## src/rtl/load_wb_unit_pkg.sv

```systemverilog
// Shared encodings for the load writeback stage: access sizes, FSM states, unaligned modes.
// Optional feature macro: UNALIGNED_LOAD_EN (LWL/LWR merge support).
package load_wb_unit_pkg;

    typedef enum logic [1:0] {
        SIZE_B = 2'd0,
        SIZE_H = 2'd1,
        SIZE_W = 2'd2,
        SIZE_D = 2'd3
    } mem_size_e;

    typedef enum logic {
        ST_IDLE = 1'b0,
        ST_WAIT = 1'b1
    } wb_state_e;

    typedef enum logic [1:0] {
        UA_NORMAL = 2'd0,
        UA_LWL    = 2'd1,
        UA_LWR    = 2'd2
    } ua_mode_e;

    // Size must be legal for the datapath and the address naturally aligned to it.
    function automatic logic access_ok(input logic [1:0] size, input logic [2:0] low, input int dw);
        logic ok;
        case (size)
            SIZE_B:  ok = 1'b1;
            SIZE_H:  ok = ~low[0];
            SIZE_W:  ok = (low[1:0] == 2'b00);
            default: ok = (dw == 64) && (low == 3'b000);
        endcase
        return ok;
    endfunction

endpackage

```

## src/rtl/load_wb_unit_align.sv

```systemverilog
// Purpose: pick the addressed lane out of a read word and sign/zero-extend it (optionally LWL/LWR merge).
// Latency: purely combinational. Backpressure: none, no handshake.
// Optional feature macro: UNALIGNED_LOAD_EN adds mode/old inputs for LWL/LWR.
module load_align
    import load_wb_unit_pkg::*;
#(
    parameter int DATA_WIDTH = 32,
    parameter int OFF_W      = $clog2(DATA_WIDTH/8)
) (
    input  logic [DATA_WIDTH-1:0] rdata,
    input  logic [OFF_W-1:0]      offset,
    input  logic [1:0]            size,
    input  logic                  sign,
`ifdef UNALIGNED_LOAD_EN
    input  logic [1:0]            mode,
    input  logic [DATA_WIDTH-1:0] old,
`endif
    output logic [DATA_WIDTH-1:0] result
);

    logic [DATA_WIDTH-1:0] shifted;
    int                    nbits;

`ifdef UNALIGNED_LOAD_EN
    logic [DATA_WIDTH-1:0] word_sh;
    logic [31:0]           word;
    logic [31:0]           merged;
    logic [63:0]           merged64;
    int                    o_i;
`endif

    always_comb begin
        shifted = rdata >> {offset, 3'b000};
        nbits   = 8 << size;
        if (nbits > DATA_WIDTH) nbits = DATA_WIDTH;
        result  = '0;
        for (int i = 0; i < DATA_WIDTH; i++) begin
            result[i] = (i < nbits) ? shifted[i] : (sign & shifted[nbits-1]);
        end
`ifdef UNALIGNED_LOAD_EN
        // LWL/LWR work on the 32-bit word holding the address; bytes outside the access keep old data.
        word_sh  = rdata >> {offset[OFF_W-1:2], 5'b00000};
        word     = word_sh[31:0];
        o_i      = int'(offset[1:0]);
        merged   = '0;
        if (mode == UA_LWL) begin
            merged = (word << (8*(3-o_i))) | (old[31:0] & ((32'h1 << (8*(3-o_i))) - 32'h1));
        end else if (mode == UA_LWR) begin
            merged = (word >> (8*o_i)) | (old[31:0] & ~(32'hFFFF_FFFF >> (8*o_i)));
        end
        merged64 = {32'h0, merged};
        if (mode == UA_LWL || mode == UA_LWR) begin
            for (int i = 0; i < DATA_WIDTH; i++) begin
                result[i] = (i < 32) ? merged64[i] : (sign & merged64[31]);
            end
        end
`endif
    end

endmodule

```

## src/rtl/load_wb_unit.sv

```systemverilog
// Purpose: MEM->WB stage; runs the data-RAM read handshake, aligns/extends loads, drives the regfile port.
// Latency: 1 cycle for non-loads; loads retire the cycle after ram_rvalid (timeout after TIMEOUT_CYCLES).
// Backpressure: stall_out is held while a load is outstanding. Optional macro: UNALIGNED_LOAD_EN.
module load_wb_unit
    import load_wb_unit_pkg::*;
#(
    parameter int DATA_WIDTH     = 32,
    parameter int ADDR_WIDTH     = 32,
    parameter int REG_ADDR_WIDTH = 5,
    parameter int TIMEOUT_CYCLES = 255
) (
    input  logic                      clk,
    input  logic                      rst_n,
    input  logic                      in_valid,
    input  logic                      mem_read,
    input  logic                      mem_write,
    input  logic                      mem_sign_ext,
    input  logic [1:0]                mem_size,
    input  logic [DATA_WIDTH-1:0]     result_in,
    input  logic                      reg_write_en_in,
    input  logic [REG_ADDR_WIDTH-1:0] reg_write_addr_in,
    input  logic [ADDR_WIDTH-1:0]     pc_in,
`ifdef UNALIGNED_LOAD_EN
    input  logic [1:0]                mem_unaligned_mode,
    input  logic [DATA_WIDTH-1:0]     reg_old_data,
`endif
    output logic                      ram_req,
    output logic [ADDR_WIDTH-1:0]     ram_addr,
    input  logic                      ram_rvalid,
    input  logic [DATA_WIDTH-1:0]     ram_rdata,
    output logic                      stall_out,
    output logic [DATA_WIDTH-1:0]     result_out,
    output logic                      reg_write_en_out,
    output logic [REG_ADDR_WIDTH-1:0] reg_write_addr_out,
    output logic                      addr_error,
    output logic                      bus_error,
    output logic [ADDR_WIDTH-1:0]     debug_pc_out
);

    localparam int OFF_W = $clog2(DATA_WIDTH/8);
    localparam int CNT_W = (TIMEOUT_CYCLES > 1) ? $clog2(TIMEOUT_CYCLES+1) : 1;
    localparam logic [CNT_W-1:0] TMO = CNT_W'(TIMEOUT_CYCLES);

    wb_state_e                 state_q, state_d;
    logic [CNT_W-1:0]          cnt_q, cnt_d, cnt_inc;
    logic [1:0]                size_q, size_d;
    logic                      sign_q, sign_d;
    logic [OFF_W-1:0]          off_q, off_d;
    logic [REG_ADDR_WIDTH-1:0] dest_q, dest_d;
    logic [ADDR_WIDTH-1:0]     pc_q, pc_d;
    logic [ADDR_WIDTH-1:0]     addr_q, addr_d;

    logic [DATA_WIDTH-1:0]     result_q, result_d;
    logic                      wen_q, wen_d;
    logic [REG_ADDR_WIDTH-1:0] waddr_q, waddr_d;
    logic                      addr_err_q, addr_err_d;
    logic                      bus_err_q, bus_err_d;
    logic [ADDR_WIDTH-1:0]     dbg_pc_q, dbg_pc_d;

    logic [ADDR_WIDTH-1:0]     addr_in, aligned_in;
    logic                      ok_in;
    logic                      in_wait;
    logic [DATA_WIDTH-1:0]     align_out;

`ifdef UNALIGNED_LOAD_EN
    logic [1:0]                mode_q, mode_d;
    logic [DATA_WIDTH-1:0]     old_q, old_d;
`endif

    assign addr_in    = ADDR_WIDTH'(result_in);
    assign aligned_in = {addr_in[ADDR_WIDTH-1:OFF_W], {OFF_W{1'b0}}};
    assign in_wait    = (state_q == ST_WAIT);
    assign cnt_inc    = cnt_q + CNT_W'(1);

    always_comb begin
        ok_in = access_ok(mem_size, addr_in[2:0], DATA_WIDTH);
`ifdef UNALIGNED_LOAD_EN
        if (mem_unaligned_mode != UA_NORMAL) ok_in = 1'b1;
`endif
    end

    // In IDLE the aligner sees the live request so a zero-latency response retires correctly.
    load_align #(
        .DATA_WIDTH (DATA_WIDTH),
        .OFF_W      (OFF_W)
    ) u_align (
        .rdata  (ram_rdata),
        .offset (in_wait ? off_q  : addr_in[OFF_W-1:0]),
        .size   (in_wait ? size_q : mem_size),
        .sign   (in_wait ? sign_q : mem_sign_ext),
`ifdef UNALIGNED_LOAD_EN
        .mode   (in_wait ? mode_q : mem_unaligned_mode),
        .old    (in_wait ? old_q  : reg_old_data),
`endif
        .result (align_out)
    );

    always_comb begin
        state_d    = state_q;
        cnt_d      = cnt_q;
        size_d     = size_q;
        sign_d     = sign_q;
        off_d      = off_q;
        dest_d     = dest_q;
        pc_d       = pc_q;
        addr_d     = addr_q;
`ifdef UNALIGNED_LOAD_EN
        mode_d     = mode_q;
        old_d      = old_q;
`endif
        result_d   = result_q;
        wen_d      = 1'b0;
        waddr_d    = '0;
        addr_err_d = 1'b0;
        bus_err_d  = 1'b0;
        dbg_pc_d   = '0;
        ram_req    = 1'b0;
        ram_addr   = '0;
        stall_out  = 1'b0;

        case (state_q)
            ST_IDLE: begin
                if (in_valid && mem_read) begin
                    waddr_d  = reg_write_addr_in;
                    dbg_pc_d = pc_in;
                    if (!ok_in) begin
                        result_d   = '0;
                        addr_err_d = 1'b1;
                    end else begin
                        ram_req  = 1'b1;
                        ram_addr = aligned_in;
                        size_d   = mem_size;
                        sign_d   = mem_sign_ext;
                        off_d    = addr_in[OFF_W-1:0];
                        dest_d   = reg_write_addr_in;
                        pc_d     = pc_in;
                        addr_d   = aligned_in;
                        cnt_d    = '0;
`ifdef UNALIGNED_LOAD_EN
                        mode_d   = mem_unaligned_mode;
                        old_d    = reg_old_data;
`endif
                        if (ram_rvalid) begin
                            result_d = align_out;
                            wen_d    = 1'b1;
                        end else begin
                            stall_out = 1'b1;
                            state_d   = ST_WAIT;
                        end
                    end
                end else if (in_valid) begin
                    result_d = mem_write ? '0 : result_in;
                    wen_d    = reg_write_en_in & ~mem_write;
                    waddr_d  = reg_write_addr_in;
                    dbg_pc_d = pc_in;
                end
            end
            default: begin
                ram_addr = addr_q;
                if (ram_rvalid) begin
                    result_d = align_out;
                    wen_d    = 1'b1;
                    waddr_d  = dest_q;
                    dbg_pc_d = pc_q;
                    state_d  = ST_IDLE;
                end else begin
                    ram_req   = 1'b1;
                    stall_out = 1'b1;
                    cnt_d     = cnt_inc;
                    if (TIMEOUT_CYCLES != 0 && cnt_inc == TMO) begin
                        bus_err_d = 1'b1;
                        waddr_d   = dest_q;
                        dbg_pc_d  = pc_q;
                        state_d   = ST_IDLE;
                    end
                end
            end
        endcase
    end

    always_ff @(posedge clk or negedge rst_n) begin
        if (!rst_n) begin
            state_q    <= ST_IDLE;
            cnt_q      <= '0;
            size_q     <= '0;
            sign_q     <= 1'b0;
            off_q      <= '0;
            dest_q     <= '0;
            pc_q       <= '0;
            addr_q     <= '0;
`ifdef UNALIGNED_LOAD_EN
            mode_q     <= '0;
            old_q      <= '0;
`endif
            result_q   <= '0;
            wen_q      <= 1'b0;
            waddr_q    <= '0;
            addr_err_q <= 1'b0;
            bus_err_q  <= 1'b0;
            dbg_pc_q   <= '0;
        end else begin
            state_q    <= state_d;
            cnt_q      <= cnt_d;
            size_q     <= size_d;
            sign_q     <= sign_d;
            off_q      <= off_d;
            dest_q     <= dest_d;
            pc_q       <= pc_d;
            addr_q     <= addr_d;
`ifdef UNALIGNED_LOAD_EN
            mode_q     <= mode_d;
            old_q      <= old_d;
`endif
            result_q   <= result_d;
            wen_q      <= wen_d;
            waddr_q    <= waddr_d;
            addr_err_q <= addr_err_d;
            bus_err_q  <= bus_err_d;
            dbg_pc_q   <= dbg_pc_d;
        end
    end

    assign result_out         = result_q;
    assign reg_write_en_out   = wen_q;
    assign reg_write_addr_out = waddr_q;
    assign addr_error         = addr_err_q;
    assign bus_error          = bus_err_q;
    assign debug_pc_out       = dbg_pc_q;

endmodule

```

## config.mk

```make
export PLATFORM = sky130hd
export DESIGN_NAME = load_wb_unit
export DESIGN_NICKNAME = d
export VERILOG_FILES = /design/src/rtl/load_wb_unit_pkg.sv /design/src/rtl/load_wb_unit_align.sv /design/src/rtl/load_wb_unit.sv
export SDC_FILE = /design/constraint.sdc
export NUM_CORES = 1
export LEC_CHECK = 0
export CAP_MARGIN = 5
export CORE_ASPECT_RATIO = 0.75
export CORE_MARGIN = 1
export CORE_UTILIZATION = 52
export CTS_CLUSTER_SIZE = 16
export DETAILED_ROUTE_END_ITERATION = 7
export GPL_TIMING_DRIVEN = 0
export MAX_ROUTING_LAYER = met4
export PLACE_DENSITY = 0.85
export SYNTH_ARGS = -nofsm -noshare
export SYNTH_HDL_FRONTEND = slang
export SYNTH_SLANG_ARGS = --single-unit
```

## constraint.sdc

```tcl
create_clock -name clk -period 6.14 [get_ports clk]
set_input_delay 1.228 -clock clk [delete_from_list [all_inputs] [get_ports clk]]
set_output_delay 1.228 -clock clk [all_outputs]
set_load 0.05 [all_outputs]
```

==> results of run 1 <==
==> flip-flops by register name, indices dropped and copies added, names as in the netlist, 2 cells and up <==
signal              cells
addr_q                 30
cnt_q                   8
debug_pc_out           32
dest_q                  5
off_q                   2
pc_q                   32
reg_write_addr_out      5
result_out             32
size_q                  2
==> worst paths after layout <==
path                                 end  cells after the start
max in group asynchronous       pc_q[27]                      2
setup reg to reg           result_out[7]                      6
hold / removal                addr_q[19]                      2
min in group asynchronous     addr_q[22]                      1
setup / recovery            ram_addr[29]                      9
hold reg to reg               addr_q[19]                      2
==> placed cells by master, fill, tap and decap left out, types with 3 or more instances in the layout <==
cell             count
buf_6                5
a32oi_1              8
nor2_1              77
o21ai_0             11
nand3_1             20
clkbuf_1            40
inv_6                3
nand2b_1            17
clkbuf_16           17
mux2i_1             16
dfrtp_1            153
o221ai_1             8
a21oi_2             10
a22o_1              37
clkinvlp_4           3
o21a_1               3
inv_8                3
nand2_1            357
a31oi_1             11
o2bb2ai_1            7
a21oi_1             40
nor3_1               3
buf_4                4
xnor2_1              3
buf_1                4
mux2_2               3
inv_1                7
clkdlybuf4s50_1    211
==> logic make-up after synthesis <==
group	Yosys count	share of synthesized area, %
compound gates	156	15.7
xor+xnor	3	0.348
fa+ha+maj	2	0.332
buf+inv	61	3.66
flops	153	50.7
mux	20	2.87
other cells	1	0.0497
simple gates	490	26.3
==> final cells by class <==
cell class,instances,area share [%]
tap,195,2.31
clock inverter,14,1.74
inverter,7,0.249
multi-input combinational,673,32.6
timing repair buffer,213,20.4
clock buffer,18,4.06
buffer,54,2.38
sequential,153,36.3
==> cell usage after synthesis, types with 2 or more instances <==
cell and n:
ha_1 2, nand2b_1 17, xnor2_1 3, a32oi_1 8, o221ai_1 8, buf_6 4, a22o_1 37, buf_1 3
nand2_1 357, mux2i_1 16, buf_2 2, nor2_1 77, o2bb2ai_1 7, o21a_1 3, and2_1 2, nand3_1 20
inv_1 7, a31oi_1 11, dfrtp_1 153, a211oi_2 2, nor3_1 3, a21oi_2 10, mux2_2 3, nor3_2 2
a21oi_1 40, o31ai_4 2, clkbuf_1 41, buf_4 4, o21ai_0 11, a21o_1 2
==> worst reg2reg max path: cells and delay by family, from the launching register on <==
family,cells,cell delay (ns)
AO/OA/AOI/OAI,3,1.61
buffers and inverters,3,0.54
flip-flops,1,0.36
==> stage by stage <==
| stage | utilization [%] | setup TNS (ns) | cell area, um2 | setup WS, ns |
|---|---|---|---|---|
| 2_1_floorplan | - | 0 | 7550 | 1.64 |
| 3_3_place_gp | 71.2 | -356.83 | 9920 | -2.35 |
| 3_5_place_dp | 71.4 | 0 | 9940 | 0.209 |
| 4_1_cts | 75.8 | 0 | 10600 | 0.172 |
| 5_1_grt | 75.8 | 0 | 10600 | 0.000615 |
| 6_report | 75.8 | 0 | 10600 | 0.197 |
==> routing by layer <==
layer | vias to the layer above | global-route usage, %
met5 | - | -
met3 | 47 | 8.38
met1 | 3500 | 48.5
met4 | 0 | 10.9
met2 | 406 | 47.5
li1 | 3427 | -
==> repair_timing <==
item,4_1_cts,5_1_grt
buffers inserted,0,0
gates resized for setup,0,3
hold buffers,0,0
setup endpoints to repair,0,10
==> power by group through the flow <==
stage | Sequential (mW) | Combinational [mW] | Clock (mW)
global placement | 1.26 | 0.835 | 0
floorplan | 1.42 | 0.359 | 0
CTS | 1.25 | 0.858 | 1.09
detailed placement | 1.26 | 0.853 | 0
finish | 1.25 | 0.863 | 1.09
global route | 1.27 | 0.922 | 1.14
==> impl_metrics.tcl, run 1 <==
set metrics [dict create \
    outcome "complete, no violations" \
    hpwl_mm 17.6 \
    fin_total_pwr_mw 3.21 \
    synthFlopType "dfrtp_1" \
    ant_nets 0 \
    pwr-share-seq_pct 39.0 \
    cts_max_level 4 \
    antenna_found_initial 0 \
    fmax_mhz 168 \
    clk_pin_slew_worst_paths_ns 0.07 \
    net-switching-power_mw 1.12 \
    syn_to_final_growth_pct 39.9 \
    drive_above_1_share_pct 6.36 \
    cts_max_path_buffers 2 \
    gr-total-overflow 0 \
    path_buf_inv 5 \
    cpPeakStageDelay_ns 0.80 \
    crit_arrival_ns 4.71 \
    r2r_slack_ns 3.53 \
    cp-end-kind "output pin" \
    startpoint "in_valid" \
    p_clk_share_pct 34.0 \
    synth_area_um2 7550 \
    avgSynthCellArea_um2 8.52 \
    cts-root-buf "clkbuf_16" \
    p_int_mw 2.09 \
    synth_edf_count 0 \
    numCtsBuffers 17 \
    crit_family "buffers and inverters" \
    worstPathCellList "clkdlybuf4s50_1 > clkbuf_1 > o211a_1 > and2_1 > clkbuf_1 > buf_1 > nand2_1 > nand2_1 > clkdlybuf4s50_1" \
    top_layer "met4" \
    cap_violations 0 \
    comb_power_share_pct 26.9 \
    rows 37 \
    netlist.area_leader.share_pct 50.7 \
    ys_ff_latch 153 \
    grt_pass1_wl_mm 37.5 \
    dr.pass1.iters 6 \
    rsz0062_at_grt "false" \
    yosysTopAreaCell "dfrtp_1" \
    slew_headroom_pct 33.3 \
    multiInputGateArea_um2 3440 \
    ff_latch_area_um2 3830 \
    gp_congestion 0.988 \
    hold_violations 0 \
    powerDensity_nw_per_um2 304 \
    period_needed_ns 5.94 \
    cp_max_fo 10 \
    required_ns 4.91 \
    grt_max_degree 101 \
    crit_type "in2out" \
    core_area_um2 13900 \
    p_sw_share_pct 34.8 \
    hp-start "addr_q[19]" \
    die_h_um 106 \
    cts.sinks 153 \
    drv_slew 0 \
    synth_cell_type_count 59 \
    ys_seq_area_share_pct 50.7 \
    post_drt_via_cell_ratio 5.56 \
    p_leak_nw 4.88 \
    routed_wl_mm 24.0 \
    grt_util_all_layers_pct 34.0 \
    nets 1232 \
    setup.worst_path.start_class "primary input" \
    synth_area_leaders "dfrtp_1 51%, nand2_1 18%, a22o_1 4.3%" \
    drcViolationCount 0 \
    period_share_pct 96.8 \
    die_x_um 141 \
    crit_slowest_cell "clkdlybuf4s50_1" \
    worstReg2RegStart "in_wait" \
    final_cells 1327 \
    worst_pin_slew_ns 0.976 \
    ios 217 \
    setup_viol 0 \
    portBuffers 212 \
    grt_pass1_vias 6872 \
    clk_latency_ns 0.42 \
    dpl.cell_count 1295 \
    drt_first_iter_violations 759 \
    netlist_instances 886 \
    synthArstFlopShare_pct 100 \
    ys_warn_count 0 \
    met3_wirelength_mm 2.41 \
    min_path_type "reg2reg" \
    cts_tree "built" \
    ir_drop_v 0.000201 \
    wire_per_inst_um 18.1 \
    holdWs_ns 0.477 \
    antennaDiodeCount 0 \
    finClkSkew_ns 0.0139 \
    start_util_pct 54.2 \
    vias 7380 \
    fill_cells 1007 \
    met2_length_mm 10.2 \
    fp.dieArea_um2 15000 \
    drt-met1-wl_mm 10.8 \
]
No activity file was read; power rests on OpenSTA's default activity.
==> inputs of run 2 (changes only) <==
--- a/config.mk
+++ b/config.mk
@@ -7,7 +7,7 @@
 export LEC_CHECK = 0
 export CAP_MARGIN = 5
 export CORE_ASPECT_RATIO = 0.75
-export CORE_MARGIN = 1
+export CORE_MARGIN = 5
 export CORE_UTILIZATION = 52
 export CTS_CLUSTER_SIZE = 16
 export DETAILED_ROUTE_END_ITERATION = 7
==> run 2 against run 1 <==
Compared with the run above: total power hardly changed; setup slack better by 0.043 ns; largest cell class unchanged; non-clock buffer count stayed put; global-route usage is 4.2 points lower; highest routed layer unchanged; clock-buffer cell count is 1 lower; largest power group unchanged.
==> impl_metrics.tcl, run 2 (synthesized netlist as in run 1, its figures left out) <==
set metrics [dict create \
    pwr-share-seq_pct 39.1 \
    ant_nets 0 \
    drt_first_iter_violations 809 \
    crit_slowest_cell "clkdlybuf4s50_1" \
    hp-start "result_out[5]" \
    cp_max_fo 10 \
    antenna_found_initial 1 \
    grt_pass1_vias 7317 \
    finClkSkew_ns 0.0116 \
    setup_viol 0 \
    gp_congestion 0.974 \
    cap_violations 0 \
    r2r-end "debug_pc_out[5]" \
    net-switching-power_mw 1.14 \
    r2r_slack_ns 3.59 \
    layout_commonest_cell "nand2_1" \
    worstPathCellList "clkdlybuf4s50_1 > clkbuf_1 > o211a_1 > and2_1 > clkbuf_1 > clkbuf_1 > nand2_1 > nand2_1 > clkdlybuf4s50_1" \
    cts_tree "built" \
    hold_violations 0 \
    drcViolationCount 0 \
    slew_headroom_pct 40.6 \
    layout_common_cells "357 x nand2_1, 211 x clkdlybuf4s50_1, 153 x dfrtp_1" \
    path_common_cell "clkbuf_1" \
    wire_per_inst_um 18.7 \
    crit_type "in2out" \
    portBuffers 212 \
    fp.dieArea_um2 17000 \
    crit_family "buffers and inverters" \
    crit_arrival_ns 4.67 \
    period_share_pct 96.1 \
    cts_max_path_buffers 2 \
    r2r_cells 7 \
    fin_setup_tns_ns 0 \
    grt_util_all_layers_pct 29.9 \
    die_x_um 149 \
    hold_end "result_out[5]" \
    hpwl_mm 18.4 \
    numCtsBuffers 17 \
    p_int_mw 2.06 \
    cts.sinks 153 \
    fmax_mhz 170 \
    comb_power_share_pct 27.1 \
    ios 217 \
    powerDensity_nw_per_um2 303 \
    cts_max_level 4 \
    core_area_um2 14400 \
    cts-root-buf "clkbuf_16" \
    routed_wl_mm 24.9 \
    worst_pin_slew_ns 0.890 \
    drive_above_1_share_pct 6.36 \
    p_leak_nw 4.89 \
    setup.worst_path.start_class "primary input" \
    dr.pass1.iters 6 \
    post_cts_buffers 0 \
    drv_slew 0 \
    worstReg2RegStart "cnt_q[1]" \
    p_sw_share_pct 35.7 \
    period_needed_ns 5.90 \
    clk_pin_slew_worst_paths_ns 0.07 \
    hold_buffers 0 \
    min_path_cells 2 \
    path_buf_inv 5 \
    min_path_type "reg2reg" \
    start_util_pct 52.6 \
    syn_to_final_growth_pct 40.2 \
    required_ns 4.91 \
    rsz0062_at_grt "false" \
    fin_total_pwr_mw 3.20 \
    grt_max_degree 96 \
    vias 7522 \
    clk_latency_ns 0.43 \
    nets 1232 \
    die_h_um 114 \
    rows 38 \
    grt_pass1_wl_mm 38.4 \
    post_drt_via_cell_ratio 5.64 \
    cp-end-kind "output pin" \
    p_clk_share_pct 33.9 \
    ir_drop_v 0.000187 \
    outcome "complete, no violations" \
    gr-total-overflow 0 \
    cts_resized 0 \
    cpPeakStageDelay_ns 0.83 \
]
run 2: changes by cell type in the layout (fill, tap and decap cells not counted):
| cell | delta |
|---|---|
| clkbuf_2 | -1 |
| clkinv_8 | +3 |
| inv_6 | -1 |
| inv_8 | +1 |
| diode_2 | +1 |
| bufinv_16 | -1 |
| buf_1 | -1 |
| clkbuf_1 | +1 |
| clkinv_4 | +2 |
| clkinvlp_4 | -3 |
run 2: final cells by class:
class	instances	area, um2
timing repair buffer	213	2150
sequential	153	3830
buffer	54	250
fill	1081	3780
tap	200	250
multi-input combinational	673	3440
clock buffer	17	425
antenna	1	2.50
clock inverter	15	200
inverter	7	26.3
run 2: how the worst max path moves through the flow:
stage / start / end / slack (ns) / depth (start not counted)
floorplan: result_in[0] / ram_addr[4] / 1.64 / 6
global placement: rst_n / pc_q[8] / -2.44 / 1
detailed placement: in_valid / ram_addr[12] / 0.34 / 9
CTS: in_valid / ram_addr[12] / 0.32 / 9
global route: in_valid / ram_addr[12] / 0.07 / 9
finish: in_valid / ram_addr[8] / 0.24 / 9
run 2: worst min-delay path, cell delays in order, from the launching register on:
cell and delay [ns]:
dfrtp_1 0.34, nand2_1 0.05, nand2_1 0.05
run 2: power groups by stage:
stage,clock (mW),sequential [mW],combinational (mW)
finish,1.08,1.25,0.868
global placement,0,1.26,0.839
global route,1.14,1.27,0.931
CTS,1.09,1.25,0.864
floorplan,0,1.42,0.359
detailed placement,0,1.26,0.858
run 2: metrics by stage:
step	setup slack, ns	hold WS [ns]	util (%)	cells	area [um2]
3_3_place_gp	-2.44	0.451	69.1	1299	9920
3_5_place_dp	0.341	0.455	69.3	1300	9950
2_1_floorplan	1.64	0.446	-	887	7550
4_1_cts	0.320	0.469	73.7	1332	10600
5_1_grt	0.0743	0.496	73.7	1333	10600
6_report	0.240	0.469	73.7	1333	10600
run 2: per-layer routing:
layer  vias to the layer above  wire, um  GRT usage [%]
met1                      3611     10300           39.1
met3                        77      2600           9.77
met4                         0       805           10.5
met2                       407     11200           44.0
met5                         -         0              -
li1                       3427         -              -
==> patch: new RTL, flow settings as in run 2 <==
Put one more register stage on the output `addr_error`, with the module's reset. The value now appears one clock later. The other outputs are not delayed to match.
--- a/src/rtl/load_wb_unit.sv
+++ b/src/rtl/load_wb_unit.sv
@@ -223,7 +223,13 @@
     assign result_out         = result_q;
     assign reg_write_en_out   = wen_q;
     assign reg_write_addr_out = waddr_q;
-    assign addr_error         = addr_err_q;
+    always_ff @(posedge clk or negedge rst_n) begin
+        if (!rst_n) begin
+            addr_error <= '0;
+        end else begin
+            addr_error <= addr_err_q;
+        end
+    end
     assign bus_error          = bus_err_q;
     assign debug_pc_out       = dbg_pc_q;
 
Function: changed (Yosys sat finds a counterexample within 4 cycles, from zero or initial values and one cycle with rst_n low).
==> patch against run 2 <==
  * Non-clock buffer count increased by 5
  * Wire length grew 2.0%
  * Die area is 1.7% higher
  * Power decreased by 2.2%
  * Setup slack better by 0.069 ns
  * Cell area increased by 0.48%
  * Critical path depth down 1
  * Sequential cell count is 1 higher
  * Area after synthesis is 1.8% higher
  * Synthesized cell count decreased by 0.68%
  * Clock power decreased by 6%
  * Critical endpoint is now ram_addr[17]
  * Largest cell class unchanged
==> patch: results (changes against run 2) <==
FF-to-FF setup slack=3.52 ns (was 3.59 ns); placed instance area=10070 um2 (was 9951 um2); min-delay src=addr_err_q (was result_out[5]); adder-cell area share of the yosys netlist=0.3257% (was 0.3316%); Synth area leaders=dfrtp_1, nand2_1, a22o_1 (unchanged); drt pass-1 iters=7 (was 6); Post-Synth XOR/XNOR Area=0.2280% (was 0.3482%); multiplexer share of the synthesized area=2.687% (was 2.869%); status=finished, final reports clean (unchanged); cell count of the worst hold path=0 (was 2); pre-CTS setup slack=0.3352 ns (was 0.3412 ns); reg2reg start=in_wait (was cnt_q[1]); vias in the first global route=7241 (was 7317); worst r2r dst=result_out[18] (was debug_pc_out[5]); Vias=7585 (was 7522); register area=3854 um2 (was 3829 um2); Sw Ratio=35.36% (was 35.69%); Crit path arrival time=4.60 ns (was 4.67 ns); Unique masters post-synth=60 (was 59); Leak Pwr=4.969 nW (was 4.895 nW); total wire length=25.38 mm (was 24.87 mm); wire per inst=19.17 um (was 18.66 um); measured slew at the worst slew-check pin=0.7779 ns (was 0.8899 ns); sequential share of the synthesized area=50.16% (was 50.74%); share of cells above drive strength 1=5.961% (was 6.360%); initial antenna violation count=0 (was 1); final net count=1224 (was 1232); syn avg cell area=8.730 um2 (was 8.517 um2); number of diodes=0 (was 1); HPWL Detailed=18.81 mm (was 18.42 mm); largest net degree at the start of global routing=81 (was 96); Layout fillers=1109 (was 1081); hold path endpoint=addr_error (was result_out[5]); clock skew=0.01512 ns (was 0.01158 ns); WHS=0.3523 ns (was 0.4686 ns)
[patch: per-layer routing]
layer / GRT usage [%] / wire length [um]
met1: 43.65 / 11060
met2: 42.97 / 10980
met3: 7.013 / 2726
met4: 9.324 / 605
met5: - / 0
[patch: worst max path at each step]
stage,start,end,slack [ns],cells after the start
6_report,mem_read,ram_addr[17],0.31,8
5_1_grt,mem_read,ram_addr[12],0.16,8
4_1_cts,in_valid,ram_addr[17],0.34,8
3_5_place_dp,in_valid,ram_addr[17],0.34,8
3_3_place_gp,rst_n,debug_pc_out[6],-2.38,1
2_1_floorplan,mem_size[0],stall_out,1.91,6
[patch: logic make-up after synthesis]
family                     after synthesis
and+or+nand+nor                        453
other                                    1
DFF                                    154
xor gates and xnor gates                 2
adders and majority gates                2
AOI/OAI and AO/OA                      181
buffers and inverters                   67
muxes                                   20
[patch: power by group through the flow]
stage               Sequential [mW]  Clock (mW)  Combinational, mW
CTS                            1.25        1.02              0.871
finish                         1.25        1.01              0.876
global route                   1.27        1.07              0.940
global placement               1.26           0              0.848
detailed placement             1.27           0              0.866
floorplan                      1.42           0              0.365
[patch: cell type report]
| type | count | area share, % |
|---|---|---|
| Buffer | 61 | 2.848 |
| Tap cell | 200 | 2.354 |
| Inverter | 6 | 0.2119 |
| Clock inverter | 14 | 1.165 |
| Sequential cell | 154 | 36.25 |
| Multi-Input combinational cell | 660 | 32.99 |
| Timing Repair Buffer | 211 | 20.04 |
| Clock buffer | 18 | 4.131 |
[patch: worst max-delay path, stage by stage]
cell	delay [ns]
clkdlybuf4s50_1	0.61
clkbuf_1	0.43
o211a_1	0.28
clkbuf_1	0.39
clkbuf_1	0.57
nand2_1	0.20
nand2_1	0.09
clkdlybuf4s50_1	0.79
